### src/rtl/btb_pkg.sv
// Shared BTB definitions: default geometry, controller state encoding and
// the write-port record exchanged between the update controller and the BTB.
package btb_pkg;

  localparam int WORD_SIZE = 16;  // PC / target width
  localparam int IDX_SIZE  = 8;   // BTB index width (2**IDX_SIZE entries)

  typedef enum logic {
    FLUSH = 1'b0,
    RUN   = 1'b1
  } btb_state_e;

  // One BTB write-port transaction.
  typedef struct packed {
    logic                          we;
    logic [IDX_SIZE-1:0]           idx;
    logic [WORD_SIZE-IDX_SIZE-1:0] tag;
    logic [WORD_SIZE-1:0]          target;
    logic                          vld;
  } btb_wr_t;

endpackage

### src/rtl/btb_arb2.sv
// Two-way fixed-priority arbiter (EX over ID) with a starvation counter that
// hands priority to ID once it has been refused STARVE_LIMIT cycles in a row.
// Ports:
//   clk, reset_n         clock, synchronous active-low reset
//   en                   arbitration enabled (controller in RUN)
//   ex_valid, id_valid   requests
//   ex_grant, id_grant   combinational grants
//   starve               current refusal count of ID
module btb_arb2 #(
  parameter int STARVE_LIMIT = 4,
  parameter int SW           = $clog2(STARVE_LIMIT + 1)
) (
  input  logic          clk,
  input  logic          reset_n,
  input  logic          en,
  input  logic          ex_valid,
  input  logic          id_valid,
  output logic          ex_grant,
  output logic          id_grant,
  output logic [SW-1:0] starve
);

  localparam logic [SW-1:0] LIMIT = SW'(STARVE_LIMIT);

  logic id_pri;

  always_comb begin
    id_pri   = id_valid && (starve == LIMIT);
    ex_grant = en && ex_valid && !id_pri;
    id_grant = en && id_valid && (!ex_valid || id_pri);
  end

  always_ff @(posedge clk) begin
    if (!reset_n) begin
      starve <= '0;
    end else if (!id_valid || id_grant) begin
      starve <= '0;
    end else if (starve != LIMIT) begin
      starve <= starve + 1'b1;
    end
  end

endmodule

### src/rtl/btb_update_ctrl.sv
// BTB update controller: sweeps the BTB clear after reset or flush_req, then
// arbitrates ID/EX update requests onto the single registered BTB write port.
// Ports:
//   clk, reset_n                      clock, synchronous active-low reset
//   flush_req                         invalidate whole BTB
//   ex_valid/taken/pc/target, ex_ready  resolved-branch update request
//   id_valid/pc/target, id_ready        decoded-jump update request
//   btb_we/idx/tag/target/vld         registered BTB write port
//   busy                              clear sweep in progress
module btb_update_ctrl
  import btb_pkg::*;
#(
  parameter int WORD_SIZE    = btb_pkg::WORD_SIZE,
  parameter int IDX_SIZE     = btb_pkg::IDX_SIZE,
  parameter int STARVE_LIMIT = 4
) (
  input  logic                          clk,
  input  logic                          reset_n,
  input  logic                          flush_req,
  input  logic                          ex_valid,
  input  logic                          ex_taken,
  input  logic [WORD_SIZE-1:0]          ex_pc,
  input  logic [WORD_SIZE-1:0]          ex_target,
  output logic                          ex_ready,
  input  logic                          id_valid,
  input  logic [WORD_SIZE-1:0]          id_pc,
  input  logic [WORD_SIZE-1:0]          id_target,
  output logic                          id_ready,
  output logic                          btb_we,
  output logic [IDX_SIZE-1:0]           btb_idx,
  output logic [WORD_SIZE-IDX_SIZE-1:0] btb_tag,
  output logic [WORD_SIZE-1:0]          btb_target,
  output logic                          btb_vld,
  output logic                          busy
);

  localparam int SW = $clog2(STARVE_LIMIT + 1);
  localparam logic [IDX_SIZE:0] SWEEP_LAST = (IDX_SIZE+1)'((1 << IDX_SIZE) - 1);

  btb_state_e          state;
  logic [IDX_SIZE:0]   sweep;
  logic                clr_tail;  // last clear write is on the port this cycle
  logic                ex_grant;
  logic                id_grant;
  logic [SW-1:0]       starve;

  btb_arb2 #(
    .STARVE_LIMIT(STARVE_LIMIT),
    .SW          (SW)
  ) u_arb (
    .clk     (clk),
    .reset_n (reset_n),
    .en      (reset_n && (state == RUN)),
    .ex_valid(ex_valid),
    .id_valid(id_valid),
    .ex_grant(ex_grant),
    .id_grant(id_grant),
    .starve  (starve)
  );

  assign ex_ready = ex_grant;
  assign id_ready = id_grant;
  // The final clear is presented one cycle after the FSM has moved to RUN,
  // so busy is stretched by clr_tail to cover it.
  assign busy     = !reset_n || (state == FLUSH) || clr_tail;

  always_ff @(posedge clk) begin
    if (!reset_n) begin
      state      <= FLUSH;
      sweep      <= '0;
      clr_tail   <= 1'b0;
      btb_we     <= 1'b0;
      btb_idx    <= '0;
      btb_tag    <= '0;
      btb_target <= '0;
      btb_vld    <= 1'b0;
    end else begin
      clr_tail <= (state == FLUSH);
      case (state)
        FLUSH: begin
          btb_we     <= 1'b1;
          btb_idx    <= sweep[IDX_SIZE-1:0];
          btb_tag    <= '0;
          btb_target <= '0;
          btb_vld    <= 1'b0;
          if (flush_req) begin
            sweep <= '0;
          end else if (sweep == SWEEP_LAST) begin
            state <= RUN;
            sweep <= '0;
          end else begin
            sweep <= sweep + 1'b1;
          end
        end
        RUN: begin
          btb_we <= ex_grant || id_grant;
          if (ex_grant) begin
            btb_idx    <= ex_pc[IDX_SIZE-1:0];
            btb_tag    <= ex_pc[WORD_SIZE-1:IDX_SIZE];
            btb_target <= ex_taken ? ex_target : '0;
            btb_vld    <= ex_taken;
          end else if (id_grant) begin
            btb_idx    <= id_pc[IDX_SIZE-1:0];
            btb_tag    <= id_pc[WORD_SIZE-1:IDX_SIZE];
            btb_target <= id_target;
            btb_vld    <= 1'b1;
          end
          if (flush_req) begin
            state <= FLUSH;
            sweep <= '0;
          end
        end
        default: state <= FLUSH;
      endcase
    end
  end

endmodule

### config.mk
export PLATFORM = sky130hd
export DESIGN_NAME = btb_update_ctrl
export DESIGN_NICKNAME = d
export VERILOG_FILES = /design/src/rtl/btb_pkg.sv /design/src/rtl/btb_arb2.sv /design/src/rtl/btb_update_ctrl.sv
export SDC_FILE = /design/constraint.sdc
export NUM_CORES = 1
export LEC_CHECK = 0
export ABC_AREA = 1
export CAP_MARGIN = 20
export CORE_AREA = 2 2 85 87
export CTS_CLUSTER_DIAMETER = 100
export DETAILED_ROUTE_END_ITERATION = 12
export DIE_AREA = 0 0 87 89
export GPL_TIMING_DRIVEN = 1
export PLACE_DENSITY = 0.69
export SYNTH_ARGS = -nofsm -noshare
export SYNTH_HDL_FRONTEND = slang
export SYNTH_SLANG_ARGS = --single-unit
### constraint.sdc
create_clock -name clk -period 2.8 [get_ports clk]
set_clock_uncertainty 0.05 [all_clocks]
set_input_delay 0.28 -clock clk [delete_from_list [all_inputs] [get_ports clk]]
set_output_delay 0.28 -clock clk [all_outputs]
set_load 0.03 [all_outputs]
# Word level (Yosys, flattened, before mapping)
# Cells that the tools add are included.
word_totals:
  regBits: 48
  input_bits: 70
  out_inout_bits: 37
  word_cells: 56
op_classes:
  add_sub_neg: 2
  n_eq_ne: 5
  mux: 22
  bitwise_logic: 2
  reduce_logical: 16
ops:
  columns: ["cell", "count"]
  rows:
  - ["$mux W16", 3]
  - ["$mux W8", 4]
  - ["$pmux W16 S2", 1]
  - ["$pmux W8 S2", 2]
  - ["$mux W9", 3]
  - ["$pmux W9 S2", 1]
  - ["$add A9 B1 Y9 const B", 1]
  - ["$eq A9 B8 Y1 const B", 1]
  - ["$logic_and A1 B1 Y1", 6]
  - ["$pmux W1 S2", 3]
  - ["$logic_or A1 B1 Y1", 5]
  - ["$mux W1", 5]
  - ["$logic_not A1 Y1", 4]
  - ["$add A3 B1 Y3 const B", 1]
  - ["$eq A3 B3 Y1 const B", 1]
  - ["$ne A3 B1 Y1 const B", 1]
  - ["$ne A3 B3 Y1 const B", 1]
  - ["$ne A2 B2 Y1 const B", 1]
  - ["$not A1 Y1", 2]
  - ["$reduce_or A2 Y1", 1]

# Logic depth before layout (Yosys ltp)
# Gate-level depths: netlist of run 1.
depth:
  depth_word: 7
  ltp_mapped: 11

# Modules after synthesis
# From an unflattened synthesis of run 1, not the netlist that was laid out.
hier_totals:
  cells_unflattened: 367
  hier_area_um2: 2432.3
by_module_without_submodules:
  columns: ["mod", "instances", "cells_per_inst", "area_each_um2"]
  rows:
  - ["btb_update_ctrl", 1, 338, 2229.6]
  - ["btb_arb2", 1, 29, 202.7]

# Worst setup path after synthesis of run 1
# OpenSTA, ideal clock, no wires.
synth_timing:
  kind: "reg-to-output"
  from: "register u_arb.starve[0]"
  to: "output id_ready"
  arrival_ps: 1273
  setup_slack_ps: 1197
  stages_incl_launch_ff: 10
  path_cell_list: "dfxtp_1 -> inv_1 -> ha_1 -> nand2_1 -> inv_1 -> nand2_2 -> nand2_4 -> buf_6 -> nand2_2 -> inv_1"
synth_between:
  elab_chain_len: 4
synth_rtl:
  columns: ["item", "line", "source"]
  rows:
  - ["start: declaration", "btb_arb2.sv:20", "output logic [SW-1:0] starve"]
  - ["start signal: assignment", "btb_arb2.sv:39", "starve <= starve + 1'b1;"]
  - ["$eq A3 B3 Y1", "btb_arb2.sv:28", "id_pri = id_valid && (starve == LIMIT);"]
  - ["$logic_and A1 B1 Y1", "btb_arb2.sv:28", null]
  - ["$logic_or A1 B1 Y1", "btb_arb2.sv:30", "id_grant = en && id_valid && (!ex_valid || id_pri);"]
  - ["$logic_and A1 B1 Y1", "btb_arb2.sv:30", null]
  - ["end: declaration", "btb_update_ctrl.sv:28", "output logic id_ready,"]
# Every way passes these cells.

# Worst setup path in the final report of run 1
layout_timing:
  from: "register u_arb.starve[0]"
  to: "output ex_ready"
layout_between:
  elab_chain_len: 4
layout_rtl:
  columns: ["item", "line", "source"]
  rows:
  - ["$eq A3 B3 Y1", "btb_arb2.sv:28", null]
  - ["$logic_and A1 B1 Y1", "btb_arb2.sv:28", null]
  - ["$logic_not A1 Y1", "btb_arb2.sv:29", "ex_grant = en && ex_valid && !id_pri;"]
  - ["$logic_and A1 B1 Y1", "btb_arb2.sv:29", null]
  - ["end: declaration", "btb_update_ctrl.sv:24", "output logic ex_ready,"]
# Every way passes these cells.

==> run metrics, run 1 <==
DP HPWL=5210 um; Compound-Gate Fraction of Synth Area=15.4%; Post-Synthesis Cells=336; Multi-input gate area=1180 um^2; largest family of logic cells by synthesized area=simple AND/OR/NAND/NOR gates; WS Path Type=flip-flop to output port; cell taking the most area after synthesis=dfxtp_1; Die ar.=roughly 7700 um^2; YS warnings=0; insertion delay to the later sink of the worst-skew pair=approximately 290 ps; WL/cell=approximately 14 um; Crit Path Max Fanout=35; worst min path class=flip-flop to flip-flop; Sequential Area=961 um^2; global route overflow=0; hold path startpoint=sweep[8]; Worst-path clk slew=90 ps; Worst setup EP type=output port; Max-Cap Viols=0; simple-gate area share of the yosys netlist=33.0%; Final nets=510; Cell Pwr Density=around 380 nW/um^2; detailed-router iteration count before antenna repair=4; largest net degree at the start of global routing=36; Mean Syn Cell Area=6.97 um^2; DR iter-0 viols=169; vias per inst=5.03; RSZ-0062 raised after global routing=false; crit path launch=u_arb.starve[0]; antenna violations before repair=0; r2r setup slk=about 640 ps; fin crit share=between 90 and 100%; Initial Util=around a third; post-CTS resize count=0; number of global-route vias before repair=2422; Std-Cell Rows=30; Final Power=approximately 1.3 mW; placed insts=510; share of the synthesized area in the top cell type=around two fifths; Chip Width=87 um; Fmax achieved=389 MHz; synth unique cells=24; pin slew with the least headroom to its limit=605 ps; Layout Utilization=roughly 53%; global-route wire length before repair=11300 um; via count=~2.6k; H-tree Lvls=2; CP startpoint kind=flip-flop; synth top area cells=dfxtp_1, nand2_1, nand3_1; Non-Filler Instances=518; fin. max-slew vios=0; Mapped Area=about 2300 um^2; TNS Setup=0 ps; hold buffers post-CTS=0; Post-Place Cell Area=approximately 3500 um^2; # diodes=0; Area growth, synth to finish=52.2%; final hold vios=0; DRT antenna net count=0; mux contribution to synthesized area=0%; share of cells above drive strength 1=6.39%; GR Util met2=30.7%; Slew HR=59.5%; Worst R2R Start=u_arb.starve[0]; Synth Register Bits=48; xor/xnor share of the synthesized area=0.374%; GR Util met1=24.0%; sequential-to-total area share from yosys stat=41.0%; Max VDD drop=0.277 mV; drt total wl=7260 um; status=completed; Setup-failing EPs final=0; buffers added on ports=106; Root Driver=clkbuf_8; busiest grt layer=met2; Fill cells=658; TritonCTS Buffers=5; Leak=1.28 nW; Final Cell Area=~3600 um^2; core area=6720 um^2; critical path data required time=roughly 2500 ps; Vert. Die Dim=89 um; TritonCTS clock tree=yes; syn_nets=409; RD Place Congestion=around 0.9; Residual DRC=0; adder-cell share of the synthesized area=1.60%; top-level port count=107; met3 Usage GRT=under 10%; WP data arrival=2240 ps; post-CTS setup buffers=0; number of clock sinks=between 40 and 50; crit path time final=2570 ps; Longest Clk Path Bufs=2; Total Routing Usage GR=between 10% and 20%
==> through the flow <==
step	hold WS (ps)	setup WS (ps)
CTS	410	195
global placement	396	598
floorplan	380	1200
detailed placement	395	545
global route	444	18.2
finish	414	228
==> synthesized netlist by cell type <==
cell      instances
nor2_4            2
inv_2             1
a21oi_4           1
buf_6             2
a21oi_1          28
nand2_4           1
inv_4             1
or2_2             1
nand4_1          14
xnor2_1           1
nand2_1          92
buf_2             8
nand2_2           3
nand3b_1          2
clkbuf_1          7
nand3_1          34
ha_1              3
inv_1            25
buf_1             2
nor2_1           23
dfxtp_1          48
nand3_2           1
a31oi_1          20
o21ai_0          16
==> layout make-up <==
| class | count | area share [%] |
|---|---|---|
| Inverter | 27 | 2.91 |
| Clock buffer | 5 | 1.93 |
| Multi-Input combinational cell | 242 | 33.1 |
| Sequential cell | 48 | 26.9 |
| Clock inverter | 3 | 1.19 |
| Timing Repair Buffer | 113 | 31.1 |
| Tap cell | 80 | 2.81 |
==> worst max-delay path: stages, from the launching register on <==
cell     delay (ps)
dfxtp_1         370
inv_1            70
ha_1            190
nand2_1         120
inv_1           100
nand2_2         250
nand2_4         310
inv_4           300
buf_4           210
==> logic make-up after synthesis <==
| family | count (synthesis) |
|---|---|
| XOR/XNOR | 1 |
| AND/OR/NAND/NOR | 173 |
| AO/OA/AOI/OAI | 65 |
| buffers and inverters | 46 |
| flip-flops | 48 |
| adder cells (fa/ha/maj) | 3 |
==> cell usage in the layout, fill, tap and decap left out <==
| cell type | instances |
|---|---|
| clkbuf_8 | 5 |
| nand2_2 | 3 |
| nand2_4 | 1 |
| nand2_1 | 92 |
| a31oi_1 | 20 |
| nand3_1 | 34 |
| a21oi_4 | 1 |
| clkinv_2 | 1 |
| inv_1 | 25 |
| nand3_2 | 1 |
| dfxtp_1 | 48 |
| inv_2 | 1 |
| nor2_1 | 23 |
| nor2_4 | 2 |
| nand3b_1 | 2 |
| clkdlybuf4s50_1 | 104 |
| bufinv_16 | 1 |
| ha_1 | 3 |
| or2_2 | 1 |
| nand4_1 | 14 |
| o21ai_0 | 16 |
| xnor2_1 | 1 |
| inv_4 | 1 |
| a21oi_1 | 28 |
| clkinvlp_4 | 1 |
| buf_4 | 9 |
==> flip-flops by register name, indices dropped and copies added (netlist names), 3 cells and up <==
name	count
btb_idx	8
btb_target	16
btb_tag	8
u_arb.starve	3
sweep	9
==> worst paths after layout <==
path / end / depth (start not counted)
worst max-delay path: ex_ready / 8
worst min-delay path: sweep[8] / 2
worst min register to register: sweep[8] / 2
worst max register to register: btb_idx[1] / 11
==> power breakdown <==
group | internal (mW) | switching, mW
combinational | 0.101 | 0.0514
sequential | 0.687 | 0.00330
clock | 0.265 | 0.237
total | 1.05 | 0.292
==> layer usage <==
metal  vias up  part of all wire [%]
met3         4                   6.4
li1       1330                     -
met5         -                     0
met4         0                   1.0
met2        82                    48
met1      1190                    44
Note: power is estimated with default switching activity, not from simulation.
==> inputs of run 2 (changes only) <==
--- a/config.mk
+++ b/config.mk
@@ -7,10 +7,10 @@
 export LEC_CHECK = 0
 export ABC_AREA = 1
 export CAP_MARGIN = 20
-export CORE_AREA = 2 2 85 87
+export CORE_AREA = 3 3 86 88
 export CTS_CLUSTER_DIAMETER = 100
 export DETAILED_ROUTE_END_ITERATION = 12
-export DIE_AREA = 0 0 87 89
+export DIE_AREA = 0 0 89 91
 export GPL_TIMING_DRIVEN = 1
 export PLACE_DENSITY = 0.69
 export SYNTH_ARGS = -nofsm -noshare
==> run 2 against run 1 <==
  * Setup slack better by 230 ps
  * Sequential power is essentially flat
  * First-iteration DRC count increased by 13%
  * Via count fell by 0.27%
  * Clock power down 15%
  * Global-route usage rose by 0.089 points
  * Sequential share of layout area rose by 0.066 points
  * Power is 5.6% lower
  * Die area rose by 4.6%
  * Cell area decreased by 0.25%
  * Wire length grew 1.8%
  * Maximum frequency grew 10%
  * Critical endpoint unchanged
  * Largest cell class unchanged
==> run metrics, run 2 (synthesis gave the netlist of run 1 again) <==
number of clock sinks=48; global route overflow=0; Switch Pwr=0.279 mW; post-CTS resize count=0; Chip Width=89 um; Worst setup EP type=output port; commonest non-fill, non-tap cell in the layout=clkdlybuf4s50_1; Slowest Stage Delay on Critical Path=360 ps; sw frac=22.0%; Slew HR=58.9%; insertion delay to the later sink of the worst-skew pair=290 ps; Int Power=approximately 0.99 mW; Die ar.=8100 um^2; Area growth, synth to finish=51.9%; most used cell, CP=inv_1; top-level port count=107; Max VDD drop=0.186 mV; WL/cell=14.3 um; fin. max-slew vios=0; Total Routing Usage GR=18.1%; r2r setup slk=roughly 800 ps; hold path startpoint=sweep[8]; status=completed; H-tree Lvls=2; worst reg2reg path depth=11; biggest regs=btb_target (16), sweep (9); reg2reg end=btb_idx[4]; global-route wire length before repair=about 12000 um; Final nets=510; antenna violations before repair=0; Gate power share=between 10% and 20%; Vert. Die Dim=91 um; Cell Pwr Density=357 nW/um^2; Leak=1.27 nW; CP startpoint kind=flip-flop; WP data arrival=2010 ps; TNS Setup=0 ps; Worst-path clk slew=80 ps; largest net degree at the start of global routing=32; TritonCTS Buffers=5; # diodes=0; critical path data required time=2470 ps; CP max-delay cell=dfxtp_1; fin crit share=between 80 and 90%; Top reg by flops=btb_target; WS Path Type=flip-flop to output port; RSZ-0062 raised after global routing=false; number of global-route vias before repair=2480; detailed-router iteration count before antenna repair=4; drt total wl=7390 um; Final Power=1.27 mW; DP HPWL=5440 um; Root Driver=clkbuf_8; Fmax achieved=428 MHz; sequential cell fraction of total power=54.4%; Std-Cell Rows=30; buffers added on ports=106; Residual DRC=0; core area=approximately 6700 um^2; Initial Util=34.9%; via count=2599; vias per inst=about 5.0; post-CTS setup buffers=0; max FFs per register=16; Hold Path Sink=sweep[8]; DR iter-0 viols=191; crit path time final=2340 ps; final hold vios=0; Critical Path, Cell by Cell=inv_1 > ha_1 > nand2_1 > inv_1 > nand2_2 > nand2_4 > inv_4 > buf_4; worst min path class=flip-flop to flip-flop; Multi-input gate area=about 1200 um^2; share of cells above drive strength 1=between 5 and 6%; RD Place Congestion=0.882; pin slew with the least headroom to its limit=614 ps; commonest non-fill, non-tap cells in the layout=clkdlybuf4s50_1, nand2_1, dfxtp_1, nand3_1, a21oi_1; hold buffers post-CTS=0; Sequential Area=961 um^2; Fill cells=660; Max-Cap Viols=0; Longest Clk Path Bufs=2; worst hold slack=around 410 ps; Setup-failing EPs final=0; DRT antenna net count=0; TritonCTS clock tree=yes; hold depth=2; Worst R2R Start=u_arb.starve[0]; Clk network pwr share=33.5%; Crit Path Max Fanout=19
==> run 2: worst max-delay path: cells and delay by family (launching register included) <==
family | cells | cell delay [ps]
AND/OR/NAND/NOR | 3 | 560
adder cells (fa/ha/maj) | 1 | 190
buffers and inverters | 4 | 590
flip-flops | 1 | 360
==> run 2: power groups by stage <==
stage	Sequential, mW	Clock [mW]	Combinational [mW]
after global placement	0.707	0	0.152
after floorplan	0.709	0	0.0375
after CTS	0.691	0.437	0.153
after detailed placement	0.707	0	0.152
final	0.691	0.426	0.153
after global routing	0.691	0.468	0.166
==> run 2: worst max path at each step <==
stage / slack (ps) / end / depth (start not counted) / from
final: 460 / ex_ready / 8 / u_arb.starve[0]
after detailed placement: 630 / ex_ready / 6 / reset_n
after global routing: 290 / ex_ready / 8 / u_arb.starve[0]
after floorplan: 1200 / id_ready / 9 / u_arb.starve[0]
after CTS: 450 / ex_ready / 8 / u_arb.starve[0]
after global placement: 660 / ex_ready / 6 / reset_n
==> run 2: metrics by stage <==
step	util [%]	cells	area (um^2)	worst slack [ps]
3_5_place_dp	51.6	510	3470	627
3_3_place_gp	51.6	510	3470	661
6_report	52.9	518	3560	461
5_1_grt	52.9	518	3560	286
4_1_cts	52.9	518	3560	453
2_1_floorplan	-	336	2340	1200
==> run 2: layer usage <==
layer / part of all wire [%] / wire [um] / track usage [%] / vias to the layer above
met5: 0 / 0 / 0 / -
met4: 1.6 / 116 / 4.22 / 0
met3: 5.9 / 434 / 3.36 / 10
met2: 49 / 3640 / 30.2 / 83
met1: 43 / 3190 / 24.0 / 1178
li1: - / - / - / 1328
==> run 2: layout make-up <==
type / instances / area share [%]
clock buffers: 8 / 2.53
inverters: 27 / 2.92
multi-input cells: 242 / 33.2
flip-flops and latches: 48 / 27.0
well taps: 80 / 2.81
repair buffers: 113 / 31.5
==> inputs of run 3 (changes only) <==
==> constraint.sdc (replaced) <==
create_clock -name clk -period 2.4 [get_ports clk]
set_clock_uncertainty 0.05 [all_clocks]
set_input_delay 0.24 -clock clk [delete_from_list [all_inputs] [get_ports clk]]
set_output_delay 0.24 -clock clk [all_outputs]
set_load 0.03 [all_outputs]
==> run 3 against run 2 <==
  * Die area unchanged
  * Non-clock buffer count increased by 2
  * Setup slack got worse by 140 ps
  * Sequential share of layout area about the same
  * Cell area about the same
  * Critical path depth decreased by 5
  * Cell count increased by 0.39%
  * Register-to-register slack got worse by 320 ps
  * Critical endpoint is now busy
==> run metrics, run 3 (synthesis gave the netlist of run 1 again) <==
Max VDD drop=around 0.23 mV; TNS Setup=0 ps; commonest non-fill, non-tap cells in the layout=clkdlybuf4s50_1, nand2_1, dfxtp_1, nand3_1, a21oi_1; core area=6720 um^2; top-level port count=107; post-CTS setup buffers=0; RSZ-0062 raised after global routing=false; number of clock sinks=48; crit path time final=2080 ps; Cell Pwr Density=418 nW/um^2; Critical Path, Cell by Cell=nand2_2 > or2_2 > clkdlybuf4s50_1; largest net degree at the start of global routing=36; pin slew with the least headroom to its limit=818 ps; Chip Width=89 um; Max-Cap Viols=0; buffers added on ports=106; WL/cell=14.4 um; worst min path class=flip-flop to flip-flop; critical path buffer and inverter count=1; Hold Path Sink=sweep[8]; Top reg by flops=btb_target; reg2reg end=btb_idx[5]; WS Path Type=flip-flop to output port; Crit path max-delay family=buffers and inverters; Worst-path clk slew=80 ps; TritonCTS clock tree=yes; Worst setup EP type=output port; detailed-router iteration count before antenna repair=4; Switch Pwr=roughly 0.33 mW; DR iter-0 viols=157; Die ar.=8100 um^2; Area growth, synth to finish=52.0%; hold path startpoint=sweep[8]; share of cells above drive strength 1=6.36%; placed insts=512; Clk network pwr share=33.9%; Setup-failing EPs final=0; biggest regs=btb_target (16), sweep (9); vias per inst=about 5.0; WP data arrival=roughly 1800 ps; Fmax achieved=just under 500 MHz; max FFs per register=16; Fill cells=roughly 650; crit path launch=state; Initial Util=34.9%; post-CTS resize count=0; Gate power share=12.0%; TritonCTS Buffers=5; number of global-route vias before repair=2383; hold buffers post-CTS=0; insertion delay to the later sink of the worst-skew pair=300 ps; sequential cell fraction of total power=54.1%; worst slack at placement=115 ps; RD Place Congestion=0.819; Non-Filler Instances=520; final hold vios=0; fin. max-slew vios=0; critical path data required time=2110 ps; # diodes=0; DP HPWL=5390 um; via count=2609; fin crit share=86.6%; Root Driver=clkbuf_8; sw frac=22.4%; Slew HR=45.3%; r2r setup slk=500 ps; CP max-delay cell=clkdlybuf4s50_1; commonest non-fill, non-tap cell in the layout=clkdlybuf4s50_1; Crit Path Max Fanout=6; CP startpoint kind=flip-flop; Std-Cell Rows=30; global-route wire length before repair=roughly 12000 um; worst reg2reg path depth=6; global route overflow=0; Longest Clk Path Bufs=2; status=completed; Total Routing Usage GR=around a fifth; Slowest Stage Delay on Critical Path=approximately 600 ps; Residual DRC=0; Worst R2R Start=state; Int Power=1.16 mW; Leak=1.28 nW; hold depth=2; Final nets=512; antenna violations before repair=0; DRT antenna net count=0; drt total wl=7490 um; Vert. Die Dim=91 um; H-tree Lvls=2; Final WS setup=321 ps
[run 3: changes by cell type in the layout (fill, tap and decap cells not counted)]
cell,previous run,this run
buf_4,8,11
buf_12,1,0
[run 3: layer usage]
| layer | up-vias | GRT usage [%] | part of all wire [%] |
|---|---|---|---|
| met4 | 0 | 6.20 | 2.3 |
| met1 | 1180 | 25.9 | 44 |
| met2 | 88 | 28.5 | 47 |
| met5 | - | 0 | 0 |
| met3 | 12 | 3.90 | 6.5 |
| li1 | 1329 | - | - |
[run 3: power groups by stage]
stage / Combinational [mW] / Clock, mW / Sequential (mW)
floorplan: 0.0437 / 0 / 0.828
global placement: 0.176 / 0 / 0.824
detailed placement: 0.178 / 0 / 0.824
CTS: 0.179 / 0.520 / 0.806
global route: 0.194 / 0.549 / 0.807
finish: 0.179 / 0.505 / 0.806
[run 3: how the worst max path moves through the flow]
stage               slack [ps]         end  depth (start not counted)
floorplan                  840    id_ready                          9
global placement           220  btb_idx[2]                          7
detailed placement         120  btb_idx[5]                          7
CTS                        300        busy                          3
global route               220    ex_ready                          8
finish                     320        busy                          3
[run 3: worst reg2reg max path, delay by kind of cell, from the launching register on]
family | cells | cell delay [ps]
compound gates | 3 | 360
buf+inv | 1 | 200
flops | 1 | 380
simple gates | 2 | 810
[run 3: metrics by stage]
stage	utilization [%]	hold WS (ps)	total power [mW]	instance area, um^2
after global routing	53.0	440	1.55	3560
final	53.0	410	1.49	3560
after floorplan	-	340	0.871	2340
after detailed placement	51.6	402	1.00	3470
after CTS	53.0	416	1.51	3560
after global placement	51.6	398	1.00	3470
[run 3: area by class of cell]
| type | instances | area [um^2] | area share (%) |
|---|---|---|---|
| flip-flops and latches | 48 | 961 | 27.0 |
| multi-input cells | 242 | 1180 | 33.2 |
| clock buffers | 8 | 90.1 | 2.53 |
| inverters | 27 | 104 | 2.92 |
| repair buffers | 115 | 1120 | 31.6 |
| well taps | 80 | 100 | 2.81 |
